## config.mk

```make
export PLATFORM = sky130hd
export DESIGN_NAME = jt12_eg_tick
export DESIGN_NICKNAME = d
export VERILOG_FILES = /design/src/rtl/jt12_eg_tick.sv
export SDC_FILE = /design/constraint.sdc
export NUM_CORES = 1
export LEC_CHECK = 0
export ABC_AREA = 1
export CORE_ASPECT_RATIO = 2
export CORE_UTILIZATION = 45
export CTS_CLUSTER_SIZE = 12
export DETAILED_ROUTE_END_ITERATION = 16
export PLACE_DENSITY_LB_ADDON = 0.2
export SYNTH_ARGS = -nofsm -noshare
export SYNTH_HDL_FRONTEND = slang
export SYNTH_SLANG_ARGS = --single-unit
```

## constraint.sdc

```tcl
create_clock -name clk -period 2.1 [get_ports clk]
set_input_delay 0.525 -clock clk [delete_from_list [all_inputs] [get_ports clk]]
set_output_delay 0.525 -clock clk [all_outputs]
set_load 0.03 [all_outputs]
```

## src/rtl/jt12_eg_tick.sv

```systemverilog
// jt12_eg_tick: envelope timebase (frame strobe divided by 3, 15-bit eg counter)
// and per-slot rate-to-step/increment decoder, registered one enabled cycle late.
module jt12_eg_tick (
   input  logic        clk,
   input  logic        rst,
   input  logic        clk_en,
   input  logic        zero,
   input  logic        eg_stop,
   input  logic [5:0]  rate_I,
   output logic [14:0] eg_cnt,
   output logic        tick,
   output logic        step_II,
   output logic [3:0]  inc_II
);
   // Pattern rows stored with bit n = entry for idx n
   localparam logic [7:0] P0 = 8'b1010_1010;
   localparam logic [7:0] P1 = 8'b1011_1010;
   localparam logic [7:0] P2 = 8'b1110_1110;
   localparam logic [7:0] P3 = 8'b1111_1110;
   localparam logic [7:0] Q0 = 8'b0000_0000;
   localparam logic [7:0] Q1 = 8'b1000_1000;
   localparam logic [7:0] Q2 = 8'b1010_1010;
   localparam logic [7:0] Q3 = 8'b1110_1110;

   logic [1:0]  r_cnt3;
   logic [14:0] r_eg_cnt;
   logic        r_tick;
   logic        r_step;
   logic [3:0]  r_inc;

   logic [3:0]  w_g;
   logic        w_hi;
   logic        w_top;
   logic [3:0]  w_s;
   logic [14:0] w_mask;
   logic        w_hit;
   logic [2:0]  w_idx;
   logic        w_step;
   logic [7:0]  w_p;
   logic [7:0]  w_q;
   logic [3:0]  w_base;
   logic [3:0]  w_inc;

   always_comb begin
      w_g    = rate_I[5:2];
      w_hi   = rate_I >= 6'd48;
      w_top  = rate_I >= 6'd60;
      w_s    = w_hi ? 4'd0 : 4'd11 - w_g;
      w_mask = (15'd1 << w_s) - 15'd1;
      w_hit  = (r_eg_cnt & w_mask) == 15'd0;
      w_idx  = 3'(r_eg_cnt >> w_s);
      w_step = r_tick & w_hit & (rate_I >= 6'd2);
      w_p    = rate_I[1] ? (rate_I[0] ? P3 : P2) : (rate_I[0] ? P1 : P0);
      w_q    = rate_I[1] ? (rate_I[0] ? Q3 : Q2) : (rate_I[0] ? Q1 : Q0);
      // rates 48..59 have g=12..14, so g[1:0] is the power-of-two base exponent
      w_base = 4'd1 << w_g[1:0];
      w_inc  = !w_step ? 4'd0 :
               !w_hi   ? {3'd0, w_p[w_idx]} :
               w_top   ? 4'd8 : w_base << w_q[w_idx];
   end

   always_ff @(posedge clk or posedge rst) begin
      if (rst) begin
         r_cnt3   <= 2'd0;
         r_eg_cnt <= 15'd0;
         r_tick   <= 1'b0;
         r_step   <= 1'b0;
         r_inc    <= 4'd0;
      end else if (clk_en) begin
         r_step <= w_step;
         r_inc  <= w_inc;
         if (zero) begin
            if (eg_stop) begin
               r_tick <= 1'b0;
            end else if (r_cnt3 == 2'd2) begin
               r_cnt3   <= 2'd0;
               r_eg_cnt <= r_eg_cnt + 15'd1;
               r_tick   <= 1'b1;
            end else begin
               r_cnt3 <= r_cnt3 + 2'd1;
               r_tick <= 1'b0;
            end
         end
      end
   end

   assign eg_cnt  = r_eg_cnt;
   assign tick    = r_tick;
   assign step_II = r_step;
   assign inc_II  = r_inc;
endmodule
```

After elaboration in Yosys (flattened, before gate mapping)
Cells that the tools add are included.
{"block": "op_classes", "eq_ne": 1, "shift": 4, "n_reduce_logical": 4, "n_bitwise": 4, "div_mod_pow": 0, "magnitude_cmp": 4, "mux": 17, "n_addsub": 4, "multipliers": 0}
{"op": "two-way mux 4 bit", "count": 4}
{"op": "two-way mux 8 bit", "count": 2}
{"op": "adder 15 x 1 -> 15 bit, second input constant", "count": 1}
{"op": "bitwise AND 15 bit", "count": 1}
{"op": "zero test 15 bit", "count": 1}
{"op": "<< shifter 1 x 4 -> 15 bit, first input constant", "count": 1}
{"op": "right shift 15 x 4 -> 3 bit", "count": 1}
{"op": "subtractor 15 x 1 -> 15 bit, second input constant", "count": 1}
{"op": "two-way mux 7 bit", "count": 2}
{"op": ">= comparator 6 bit, second input constant", "count": 2}
{"op": "two-way mux 5 bit", "count": 2}
{"op": "binary-select mux 1 bit (select 3 bit)", "count": 2}
{"op": ">= comparator 6 x 2 -> 1 bit, second input constant", "count": 1}
{"op": "less-than comparator 3 x 4 -> 1 bit, second input constant", "count": 1}
{"op": "two-way mux 1 bit", "count": 4}
{"op": "AND reduction 4 bit", "count": 1}
{"op": "<< shifter 1 x 2 -> 4 bit, first input constant", "count": 1}
{"op": "<< shifter 4 x 1 -> 4 bit", "count": 1}
{"op": "subtractor 4 bit, first input constant", "count": 1}
{"op": "AND reduction 3 bit", "count": 1}
{"op": "adder 2 x 1 -> 2 bit, second input constant", "count": 1}
{"op": "bitwise AND 1 bit", "count": 2}
{"op": "equality test 2 bit, second input constant", "count": 1}
{"op": "two-way mux 2 bit", "count": 1}
{"op": "other kinds (2)", "count": 2}
{"block": "word_totals", "elab_cells": 43, "memories": 0, "reg_bits": 23, "ramBits": 0, "latch_bits": 0, "output_inout_bits": 21, "inputBits": 11, "rom_bits": 0}

Logic depth before layout (Yosys ltp)
{"block": "logic_depth", "ltp_word": 9, "ltp_mapped": 15, "ltp_nobuf": 15}

Least setup slack after synthesis
OpenSTA, ideal clock, no wires.
{"block": "synth_timing", "kind": "input port to flip-flop", "from": "input port rate_I[3]", "to": "register r_inc[2], in the netlist inc_II[2]", "setup_ps": 65, "path_buffers": 1, "cell_stages": 15, "required_time_ps": 2035, "setup_slack_ps": 45, "t_arrival_ps": 1990, "cell_sequence": "buf_2 inv_1 nor2_1 nand2_1 ha_1 nor2_1 nor3_1 nand3_1 nor2_1 nand2_1 nor2_1 nand2_1 nor2_1 nand3_1 nand2_1"}
{"block": "synth_via", "elab_chain_cells": 9, "elab_cells_between_ends": 19, "cone_classes": "2 x add/sub; 3 x order compare; 4 x shift; 6 x mux; 3 x bitwise; 1 x reduce/logical"}
{"item": "start: declaration", "line_no": "9", "rtl": "input logic [5:0] rate_I,"}
{"item": ">= comparator 6 bit or subtractor 4 bit (tied branches)", "line_no": "46, 48"}
{"item": "two-way mux 4 bit", "line_no": "48", "rtl": "w_s = w_hi ? 4'd0 : 4'd11 - w_g;"}
{"item": "<< shifter 1 x 4 -> 15 bit or right shift 15 x 4 -> 3 bit (tied branches)", "line_no": "49, 51"}
{"item": "subtractor 15 x 1 -> 15 bit or binary-select mux 1 bit (select 3 bit) (tied branches)", "line_no": "49, 59"}
{"item": "bitwise AND 15 bit or two-way mux 1 bit (tied branches)", "line_no": "50, 59"}
{"item": "zero test 15 bit or << shifter 4 x 1 -> 4 bit (tied branches)", "line_no": "50, 59"}
{"item": "bitwise AND 1 bit or two-way mux 4 bit (tied branches)", "line_no": "52, 59"}
{"item": "bitwise AND 1 bit or two-way mux 4 bit (tied branches)", "line_no": "52, 58"}
{"item": "two-way mux 4 bit *", "line_no": "57", "rtl": "w_inc = !w_step ? 4'd0 :"}
{"item": "end signal: assignment", "line_no": "71", "rtl": "r_inc <= w_inc;"}
{"item": "end: declaration", "line_no": "29", "rtl": "logic [3:0] r_inc;"}
Every way passes the cells marked *; elsewhere a longest branch is shown, timed or not. The select of a mux whose other input is x is not followed.
A chain may end at the register's enable or synchronous reset.

Worst setup path after layout
{"block": "layout_timing", "from": "register r_eg_cnt[0], in the netlist eg_cnt[0]", "to": "output port eg_cnt[0]"}
{"item": "start: declaration", "line_no": "26", "rtl": "logic [14:0] r_eg_cnt;"}
{"item": "start signal: assignment", "line_no": "77", "rtl": "r_eg_cnt <= r_eg_cnt + 15'd1;"}
{"item": "end: declaration", "line_no": "10", "rtl": "output logic [14:0] eg_cnt,"}
No word-level cell between the ends.

==> flow_metrics.env <==
export IMPL_status="finished clean"
export IMPL_cp_slowest_cell="clkdlybuf4s50_1"
export IMPL_place_ws_ns=-0.5340
export IMPL_intPower_mw=0.9556
export IMPL_skew_ns=0.003815
export IMPL_drc=0
export IMPL_worst_pin_slew_ns=0.4412
export IMPL_grt_usage_pct=29.80
export IMPL_area_growth_pct=39.32
export IMPL_dp_hpwl_mm=4.625
export IMPL_p_total_mw=1.692
export IMPL_synth_cells=272
export IMPL_power_switching_mw=0.7364
export IMPL_maxCapViolCount=0
export IMPL_cp_start_kind="flop"
export IMPL_die_y_um=92.26
export IMPL_antenna_left=0
export IMPL_ir_drop_v=0.0006238
export IMPL_synth_edf_count=0
export IMPL_cts_root_buf="clkbuf_8"
export IMPL_wire_per_inst_um=15.10
export IMPL_synthArstFlopShare_pct=100.0
export IMPL_globalplace_congestion=1.018
export IMPL_grt_first_pass_wirelength_mm=9.287
export IMPL_crit_path_end_kind="primary output"
export IMPL_regToRegSetupSlack_ns=0.30
export IMPL_fin_area_um2=2554
export IMPL_path_buf_inv=1
export IMPL_yosysWarnings=0
export IMPL_cts_buffer_depth=2
export IMPL_critPathKind="flop to primary output"
export IMPL_fin_hold_ws_ns=0.4899
export IMPL_dr_pass1_iters=4
export IMPL_clockPowerShare_pct=16.2
export IMPL_grt_max_degree=24
export IMPL_leakage_nw=1.397
export IMPL_crit_family="buffers and inverters"
export IMPL_timing_final_ws_setup_ns=0.05289
export IMPL_clock_sinks=23
export IMPL_grt_pass1_vias=2025
export IMPL_core_area_um2=3884
export IMPL_post_route_min_period_ns=2.047
export IMPL_seq_power_share_pct=36.4
export IMPL_pwr_share_comb_pct=47.4
export IMPL_antenna_cells=0
export IMPL_syn_num_nets=285
export IMPL_globalRoute_totalOverflow=0
export IMPL_path_cells="clkdlybuf4s50_1"
export IMPL_seq_area_frac_synth_pct=31.40
export IMPL_setup_violations=0
export IMPL_final_common_cell="nand2_1"
export IMPL_hold_viol_final=0
export IMPL_arrival_ns=1.52
export IMPL_finalNonFillerCells=393
export IMPL_drive_gt1_share_pct=22.51
export IMPL_cts_tree="built"
export IMPL_place_inst=386
export IMPL_port_buffers=31
export IMPL_clock_latency_ns=0.26
export IMPL_viasPerCell=5.349
export IMPL_fin_nets=356
export IMPL_cts_max_level=1
export IMPL_clk_pin_slew_worst_paths_ns=0.08
export IMPL_drt_iter0_drc=56
export IMPL_power_density_nw_per_um2=662.5
export IMPL_grt_antenna_before_repair=0
export IMPL_vias=2102
export IMPL_dieArea_um2=4348
export IMPL_path_max_fanout=7
export IMPL_rsz0062_at_grt="false"
export IMPL_cp_slowest_stage_delay_ns=0.73
export IMPL_fin_util_pct=65.75
export IMPL_layout_common_cells="nand2_1 (72), nand3_1 (54), buf_4 (38)"
export IMPL_slew_headroom_pct=70.31
export IMPL_p_sw_share_pct=43.52
export IMPL_avgSynthCellArea_um2=6.739
export IMPL_initial_core_util_pct=47.20
export IMPL_syn_area_um2=1833
export IMPL_finalWirelength_mm=5.934
export IMPL_drv_slew=0
export IMPL_ys_ff_latch=23
export IMPL_io_pins=32
export IMPL_worst_endpoint_required_ns=1.57
export IMPL_ys_types=30
export IMPL_postPlaceCellArea_um2=2464
export IMPL_row_count=32
export IMPL_hold_buffers=0
export IMPL_setup_tns_ns=0
export IMPL_cts_buffers=3
export IMPL_fin_crit_sh_pct=97.48
export IMPL_fmax_mhz=488.5
export IMPL_hold_path_class="flop to flop"
export IMPL_die_w_um=47.13
export IMPL_ys_flop_type="dfrtp_1"
state kept, by name, indices dropped and copies added (netlist names):
signal,count
r_cnt3,2
inc_II,4
tick,1
eg_cnt,15
step_II,1
final cells by class:
| type | instances | area, um^2 |
|---|---|---|
| multi-input combinational | 202 | 1089 |
| inverter | 42 | 157.7 |
| clock buffer | 4 | 45.04 |
| sequential | 23 | 575.6 |
| timing repair buffer | 71 | 623.1 |
| tap | 51 | 63.81 |
| fill | 364 | 1330 |
logic make-up (layout without fill, tap and decap cells):
group,count (synthesis),after routing,share of synthesized area (%)
compound gates,16,16,4.984
fa+ha+maj,2,2,1.365
simple gates,171,171,44.92
buf+inv,47,117,11.13
flops,23,23,31.40
xor+xnor,13,13,6.212
final timing paths:
kind / from / end / cells after the start
setup / recovery: eg_cnt[0] / eg_cnt[0] / 1
hold / removal: inc_II[1] / inc_II[1] / 2
setup reg to reg: eg_cnt[6] / eg_cnt[13] / 6
hold reg to reg: inc_II[1] / inc_II[1] / 2
max in group asynchronous: rst / eg_cnt[5] / 3
min in group asynchronous: rst / r_cnt3[1] / 3
timing repair:
item / CTS / global route
buffers inserted: 0 / 3
endpoints found under the setup margin: 5 / 11
hold endpoints to repair: 0 / 0
pin swaps: 1 / 7
resized for setup: 9 / 18
cells in the mapped netlist, types with 4 or more instances:
master / number / area share (%)
nor3_1: 4 / 1.1
o21ai_0: 4 / 1.1
nand2_1: 74 / 15
dfrtp_1: 23 / 31
nand3_1: 56 / 15
nor2_1: 15 / 3.1
inv_2: 4 / 0.82
a21oi_1: 4 / 1.1
nand2_2: 6 / 2.0
xor2_1: 12 / 5.7
inv_1: 38 / 7.8
power by group through the flow:
stage,registers (mW),clock network (mW),logic [mW]
floorplan,0.699,0,0.396
global placement,0.620,0,0.777
detailed placement,0.622,0,0.791
CTS,0.614,0.280,0.797
global route,0.623,0.296,0.867
finish,0.616,0.273,0.803
layer usage:
layer | GRT usage (%) | part of all wire [%] | routed length [um] | vias up
met5 | 0 | 0 | 0 | -
met4 | 16.43 | 5.1 | 301 | 0
met3 | 2.756 | 3.7 | 218 | 26
met2 | 52.20 | 55 | 3292 | 78
met1 | 32.24 | 36 | 2121 | 980
li1 | - | - | - | 1018
worst register-to-register path: cells and delay by family, from the launching register on:
kind,cells,cell delay [ns]
buffers and inverters,1,0.15
AND/OR/NAND/NOR,4,0.89
XOR/XNOR,1,0.15
flip-flops,1,0.51
Power figures use the tool's default switching activity.
